$ cat src/rtl/mram_serial_ctrl_pkg.sv
// Shared types and helpers for the serial MRAM controller.
// State encoding, lane-enable decode and counter sizing.
package mram_ctrl_pkg;

  typedef enum logic [2:0] {
    ST_IDLE,
    ST_SHIFT,
    ST_SETUP,
    ST_STROBE,
    ST_HOLD,
    ST_SEROUT,
    ST_DONE
  } state_e;

  // byte_sel of 00 selects both lanes
  function automatic logic [1:0] lane_en(
    input logic [1:0] bs
  );
    return (bs == 2'b00) ? 2'b11 : bs;
  endfunction

  // width of the shared down-counter
  function automatic int cnt_width(
    input int n,
    input int ts,
    input int ta,
    input int th
  );
    int m;
    m = n;
    if (ts > m) m = ts;
    if (ta > m) m = ta;
    if (th > m) m = th;
    return $clog2(m + 1);
  endfunction

endpackage

$ cat src/rtl/mram_serial_ctrl_shift_reg.sv
// Shift register: serial load LSB first, parallel load,
// and right shift so q_o[0] is the next serial bit out.
module mram_shift_reg #(
  parameter int WIDTH = 16
) (
  input  logic             clk,
  input  logic             rst,
  input  logic             shift_en_i,
  input  logic             ser_i,
  input  logic             load_en_i,
  input  logic [WIDTH-1:0] par_i,
  output logic [WIDTH-1:0] q_o
);

  logic [WIDTH-1:0] q_q;

  // parallel load wins over shift; new serial bits enter at the MSB
  always_ff @(posedge clk or negedge rst) begin
    if (!rst)            q_q <= '0;
    else if (load_en_i)  q_q <= par_i;
    else if (shift_en_i) q_q <= {ser_i, q_q[WIDTH-1:1]};
  end

  assign q_o = q_q;

endmodule

$ cat src/rtl/mram_serial_ctrl.sv
// Serial-to-MRAM access controller with timed strobes and lanes.
// Optional readback check after writes: WRITE_VERIFY_EN.
module mram_serial_ctrl
  import mram_ctrl_pkg::*;
#(
  parameter int ADDR_W   = 20,
  parameter int DATA_W   = 16,
  parameter int T_SETUP  = 1,
  parameter int T_ACCESS = 4,
  parameter int T_HOLD   = 1
) (
  input  logic              clk,
  input  logic              rst,
  input  logic              frame_valid,
  input  logic              addr_in,
  input  logic              data_in,
  input  logic              read_write_sel,
  input  logic [1:0]        byte_sel,
  output logic [ADDR_W-1:0] addr_out,
  output logic [DATA_W-1:0] data_out,
  output logic              data_oe,
  input  logic [DATA_W-1:0] parallel_data_in,
  output logic              chip_en,
  output logic              write_en,
  output logic              out_en,
  output logic              lower_byte_en,
  output logic              upper_byte_en,
  output logic              ser_data_out,
  output logic              ser_out_valid,
  output logic              busy,
  output logic              done,
  output logic              frame_err,
  output logic              verify_err
);

  localparam int N =
    (ADDR_W > DATA_W) ? ADDR_W : DATA_W;
  localparam int CNT_W =
    cnt_width(N, T_SETUP, T_ACCESS, T_HOLD);

  localparam logic [CNT_W-1:0] LD_SHIFT = CNT_W'(N - 2);
  localparam logic [CNT_W-1:0] LD_SETUP = CNT_W'(T_SETUP - 1);
  localparam logic [CNT_W-1:0] LD_ACC   = CNT_W'(T_ACCESS - 1);
  localparam logic [CNT_W-1:0] LD_HOLD  = CNT_W'(T_HOLD - 1);
  localparam logic [CNT_W-1:0] LD_SER   = CNT_W'(DATA_W - 1);
  localparam logic [CNT_W-1:0] LAST_IDX = CNT_W'(N - 1);

`ifdef WRITE_VERIFY_EN
  localparam logic VERIFY = 1'b1;
`else
  localparam logic VERIFY = 1'b0;
`endif

  state_e           state_q, state_d;
  logic [CNT_W-1:0] cnt_q, cnt_d;
  logic             rw_q, rw_d;
  logic [1:0]       bsel_q, bsel_d;
  logic             vph_q, vph_d;
  logic             ferr_q, ferr_d;

  logic [CNT_W-1:0]  idx;
  logic              take, a_sh, d_sh, cap;
  logic              in_cyc, wr_ph;
  logic [DATA_W-1:0] mask, wd_q, rd_q;
  logic [ADDR_W-1:0] ad_q;

  assign mask = {{(DATA_W/2){bsel_q[1]}},
                 {(DATA_W/2){bsel_q[0]}}};

  // serial bit index; bits past a register's width are dropped
  assign idx  = (state_q == ST_IDLE) ? '0 : LAST_IDX - cnt_q;
  assign take = frame_valid &&
                (state_q == ST_IDLE || state_q == ST_SHIFT);
  assign a_sh = take && (idx < CNT_W'(ADDR_W));
  assign d_sh = take && (idx < CNT_W'(DATA_W));
  assign cap  = (state_q == ST_STROBE) && (cnt_q == '0) &&
                (!rw_q || vph_q);

  mram_shift_reg #(.WIDTH(ADDR_W)) u_addr (
    .clk        (clk),
    .rst        (rst),
    .shift_en_i (a_sh),
    .ser_i      (addr_in),
    .load_en_i  (1'b0),
    .par_i      ('0),
    .q_o        (ad_q)
  );

  mram_shift_reg #(.WIDTH(DATA_W)) u_wdata (
    .clk        (clk),
    .rst        (rst),
    .shift_en_i (d_sh),
    .ser_i      (data_in),
    .load_en_i  (1'b0),
    .par_i      ('0),
    .q_o        (wd_q)
  );

  mram_shift_reg #(.WIDTH(DATA_W)) u_rdata (
    .clk        (clk),
    .rst        (rst),
    .shift_en_i (state_q == ST_SEROUT),
    .ser_i      (1'b0),
    .load_en_i  (cap),
    .par_i      (parallel_data_in & mask),
    .q_o        (rd_q)
  );

  // state, shared counter and per-frame attributes
  always_ff @(posedge clk or negedge rst) begin
    if (!rst) begin
      state_q <= ST_IDLE;
      cnt_q   <= '0;
      rw_q    <= 1'b0;
      bsel_q  <= 2'b11;
      vph_q   <= 1'b0;
      ferr_q  <= 1'b0;
    end else begin
      state_q <= state_d;
      cnt_q   <= cnt_d;
      rw_q    <= rw_d;
      bsel_q  <= bsel_d;
      vph_q   <= vph_d;
      ferr_q  <= ferr_d;
    end
  end

  // next state; one down-counter times every phase
  always_comb begin
    state_d = state_q;
    cnt_d   = cnt_q - 1'b1;
    rw_d    = rw_q;
    bsel_d  = bsel_q;
    vph_d   = vph_q;
    ferr_d  = 1'b0;
    unique case (state_q)
      ST_IDLE: begin
        cnt_d = cnt_q;
        if (frame_valid) begin
          state_d = ST_SHIFT;
          cnt_d   = LD_SHIFT;
          rw_d    = read_write_sel;
          bsel_d  = lane_en(byte_sel);
          vph_d   = 1'b0;
        end
      end
      ST_SHIFT: begin
        if (!frame_valid) begin
          state_d = ST_IDLE;
          ferr_d  = 1'b1;
        end else if (cnt_q == '0) begin
          state_d = ST_SETUP;
          cnt_d   = LD_SETUP;
        end
      end
      ST_SETUP: begin
        if (cnt_q == '0) begin
          state_d = ST_STROBE;
          cnt_d   = LD_ACC;
        end
      end
      ST_STROBE: begin
        if (cnt_q == '0) begin
          state_d = ST_HOLD;
          cnt_d   = LD_HOLD;
        end
      end
      ST_HOLD: begin
        if (cnt_q == '0) begin
          if (!rw_q) begin
            state_d = ST_SEROUT;
            cnt_d   = LD_SER;
          end else if (VERIFY && !vph_q) begin
            state_d = ST_SETUP;
            cnt_d   = LD_SETUP;
            vph_d   = 1'b1;
          end else begin
            state_d = ST_DONE;
          end
        end
      end
      ST_SEROUT: begin
        if (cnt_q == '0) state_d = ST_DONE;
      end
      ST_DONE: state_d = ST_IDLE;
      default: state_d = ST_IDLE;
    endcase
  end

  assign in_cyc = (state_q == ST_SETUP) ||
                  (state_q == ST_STROBE) ||
                  (state_q == ST_HOLD);
  assign wr_ph  = rw_q && !vph_q;

  assign addr_out      = ad_q;
  assign data_out      = wd_q;
  assign chip_en       = !in_cyc;
  assign write_en      = !((state_q == ST_STROBE) && wr_ph);
  assign out_en        = !((state_q == ST_STROBE) && !wr_ph);
  assign data_oe       = in_cyc && wr_ph;
  assign lower_byte_en = !(in_cyc && bsel_q[0]);
  assign upper_byte_en = !(in_cyc && bsel_q[1]);
  assign ser_out_valid = (state_q == ST_SEROUT);
  assign ser_data_out  = (state_q == ST_SEROUT) && rd_q[0];
  assign busy          = (state_q != ST_IDLE);
  assign done          = (state_q == ST_DONE);
  assign frame_err     = ferr_q;

`ifdef WRITE_VERIFY_EN
  logic vfail_q;

  // compare masked readback against masked write data
  always_ff @(posedge clk or negedge rst) begin
    if (!rst)
      vfail_q <= 1'b0;
    else if (state_q == ST_IDLE)
      vfail_q <= 1'b0;
    else if (state_q == ST_HOLD && vph_q)
      vfail_q <= (rd_q != (wd_q & mask));
  end

  assign verify_err = (state_q == ST_DONE) && vfail_q;
`else
  logic unused_rd;

  // upper read bits only leave through the serial shift
  assign unused_rd  = ^rd_q[DATA_W-1:1];
  assign verify_err = 1'b0;
`endif

endmodule

$ cat config.mk
export PLATFORM = sky130hd
export DESIGN_NAME = mram_serial_ctrl
export DESIGN_NICKNAME = d
export VERILOG_FILES = /design/src/rtl/mram_serial_ctrl_pkg.sv /design/src/rtl/mram_serial_ctrl_shift_reg.sv /design/src/rtl/mram_serial_ctrl.sv
export SDC_FILE = /design/constraint.sdc
export NUM_CORES = 1
export LEC_CHECK = 0
export BUFFER_PORTS_ARGS = -buffer_cell sky130_fd_sc_hd__buf_2
export CAP_MARGIN = 0
export CELL_PAD_IN_SITES_DETAIL_PLACEMENT = 0
export CELL_PAD_IN_SITES_GLOBAL_PLACEMENT = 1
export CORE_AREA = 2 2 85 87
export DETAILED_ROUTE_END_ITERATION = 8
export DIE_AREA = 0 0 87 89
export GPL_TIMING_DRIVEN = 0
export PLACE_DENSITY_LB_ADDON = 0.3
export RECOVER_POWER = 100
export SLEW_MARGIN = 20
export SYNTH_ARGS = -nofsm -noshare
export SYNTH_HDL_FRONTEND = slang
export SYNTH_SLANG_ARGS = --single-unit
export TNS_END_PERCENT = 30
$ cat constraint.sdc
create_clock -name clk -period 3.1 [get_ports clk]
set_clock_uncertainty 0.2 [all_clocks]
set_input_delay 0 -clock clk [delete_from_list [all_inputs] [get_ports clk]]
set_output_delay 0 -clock clk [all_outputs]
set_load 0.01 [all_outputs]
==> out/qor.yml <==
status: "finished, final reports clean"
wire_per_inst_um: 14.3
drt_first_pass_iters: 4
netlist_area_um2: 2990
hold_violations: 0
synth-seq-area-share: 0.537
synth_edf_count: 0
synth_fa_ha_area_frac: 0.00837
cts_buffers: 9
register_area_um2: 1600
synth-main-ff-cell: "dfrtp_1"
coreArea_um2: 6720
grt_max_degree: 43
maxSlewViolCount: 0
pin_count: 72
dieWidth_um: 87
postCtsSetupBuffers: 0
cap_violations: 0
clk_latency_ps: 340
synthArstFlopShare: 1.00
antenna_found_initial: 0
gp_congestion: 0.777
layout-drive-gt1-share: 0.194
root_buffer: "clkbuf_8"
num_rows: 30
wl_met3_um: 362
via_per_inst: 5.15
hold_buffers: 30
vias: 2246
synth_warnings: 0
postLayoutCellArea_um2: 3760
synth-xor-area-share: 0.00586
critPathMaxFanout: 6
p_per_area_nw_per_um2: 926
critPathKind: "reg2reg"
track_usage: 0.172
dpl.hpwl_um: 4080
grt_pass1_wl_um: 10200
avgSynthCellArea_um2: 12.5
cts.path.max_buffers: 2
portBuffers: 70
leakage_nw: 1.75
drc: 0
min_period_ps: 2740
ys_ff_latch: 64
crit_required_ps: 3180
synth_top_family_by_area: "multiplexers"
dieArea_um2: 7740
clkSinkCount: 64
synth.area.mux_share: 0.171
synth_nets: 266
drtAntennaViolNets: 0
worst_pin_slew_ps: 1180
final_util: 0.560
fill_cells: 641
ir_worst_vdd_v: 0.000428
grt_setup_unrepaired: "no"
drt-initial-drc-count: 109
endpoint_kind: "flop"
clkSlewWorstSetupHoldPaths_ps: 70
wl_um: 6220
synth_cell_types: 44
h-tree-depth: 3
hp-class: "in2reg"
worstSetupStartpointType: "flop"
highest_layer: "met4"
grt_overflow: 0
met1_length_um: 2970
syn_to_final_growth_pct: 26.0
synthesis.instances: 240
start_util: 0.445
cts_resized: 0
setup_tns_ps: 0
clock.fmax_ghz: 0.365
fin_nets: 378
placed_cell_area_um2: 3460
whs_ps: 215
dr_wl_met2_um: 2780
multi_input_area_um2: 1180
period_share: 0.884
diodes: 0
synth-simple-area-share: 0.113
worstPathArrival_ps: 2820
relSlewSlack: 0.213
finalSetupViolCount: 0
synth_compound_area_frac: 0.119
grt_pass1_vias: 2117
total_power_w: 0.00349
die_h_um: 89
cts_tree: "done"
==> cell usage after synthesis, types with 2 or more instances <==
| cell type | count | area (um2) |
|---|---|---|
| nor3_1 | 5 | 25.0 |
| mux2_2 | 16 | 180 |
| dfrtp_1 | 62 | 1550 |
| inv_1 | 11 | 41.3 |
| o21ai_0 | 11 | 55.1 |
| nand2b_1 | 4 | 25.0 |
| buf_12 | 2 | 40.0 |
| and3_1 | 7 | 43.8 |
| a22oi_1 | 3 | 22.5 |
| mux2i_1 | 3 | 30.0 |
| nand3_1 | 3 | 15.0 |
| nand4b_1 | 2 | 17.5 |
| or2_2 | 2 | 12.5 |
| o221ai_1 | 3 | 26.3 |
| mux2_4 | 20 | 300 |
| nor2_1 | 11 | 41.3 |
| a21oi_1 | 9 | 45.0 |
| o22ai_1 | 2 | 12.5 |
| a221o_1 | 13 | 130 |
| and2_1 | 9 | 56.3 |
| clkbuf_1 | 9 | 33.8 |
| nand2_1 | 8 | 30.0 |
| ha_1 | 2 | 25.0 |
| buf_4 | 2 | 15.0 |
| dfstp_2 | 2 | 52.6 |
==> layer usage <==
| layer | vias to the layer above | global-route usage |
|---|---|---|
| met5 | - | 0 |
| met4 | 0 | 0.0866 |
| met3 | 9 | 0.0462 |
| met2 | 71 | 0.241 |
| met1 | 1073 | 0.247 |
| li1 | 1093 | - |
==> state kept, by name (all words and copies together), names as in the netlist <==
register,flops
bsel_q,2
rw_q,1
u_addr.q_o,20
state_q,3
u_rdata.q_o,16
cnt_q,5
u_wdata.q_o,16
frame_err,1
==> through the flow <==
stage	std cells	setup WS, ps
4_1_cts	436	364
3_3_place_gp	390	641
5_1_grt	436	159
2_1_floorplan	240	1020
6_report	436	360
3_5_place_dp	391	686
==> power breakdown <==
part	switching, W	internal [W]	leakage (nW)
combinational	0.000698	0.000694	0.831
clock	0.000306	0.000385	0.0989
sequential	0.000237	0.00117	0.818
==> area by class of cell <==
cell class	count	area share
Inverter	11	0.0110
Buffer	14	0.0156
Multi-Input combinational cell	151	0.313
Sequential cell	64	0.426
Clock inverter	4	0.0120
Clock buffer	11	0.0376
Tap cell	80	0.0266
Timing Repair Buffer	101	0.158
==> path summary, 6_finish.rpt <==
check / start / to / slack, ps / cells after the start
min reg2reg: u_addr.q_o[0] / u_addr.q_o[0] / 300 / 1
min in group asynchronous: rst / u_addr.q_o[16] / 820 / 4
max reg2reg: state_q[1] / bsel_q[0] / 360 / 6
max: state_q[1] / bsel_q[0] / 360 / 6
max in group asynchronous: rst / u_wdata.q_o[3] / 1120 / 4
min: data_in / u_wdata.q_o[15] / 210 / 3
==> worst max-delay path, stage by stage (launching register included) <==
cell and delay, ps:
dfrtp_1 420, or3_1 450, nor2_1 280, o21ai_0 140
dlygate4sd3_1 570, o21ai_0 60, dlygate4sd3_1 560
==> cell usage in the layout (no fill, tap or decap), types with 4 or more instances in the layout <==
| master | instances |
|---|---|
| a21oi_1 | 10 |
| and2_1 | 9 |
| clkbuf_1 | 59 |
| clkbuf_8 | 10 |
| nor2_1 | 11 |
| a221o_1 | 13 |
| nor3_1 | 5 |
| mux2_1 | 15 |
| mux2_2 | 16 |
| nand2_1 | 8 |
| buf_2 | 23 |
| inv_1 | 11 |
| mux2_4 | 5 |
| and3_1 | 7 |
| o21ai_0 | 11 |
| nand2b_1 | 4 |
| dlygate4sd3_1 | 29 |
| dfrtp_1 | 62 |
==> logic make-up after synthesis <==
logic type                 count (synthesis)
AOI/OAI and AO/OA                         48
xor gates and xnor gates                   2
adders and majority gates                  2
buffers and inverters                     25
DFF                                       64
muxes                                     39
other                                      1
and+or+nand+nor                           59
No activity file was read; power rests on OpenSTA's default activity.
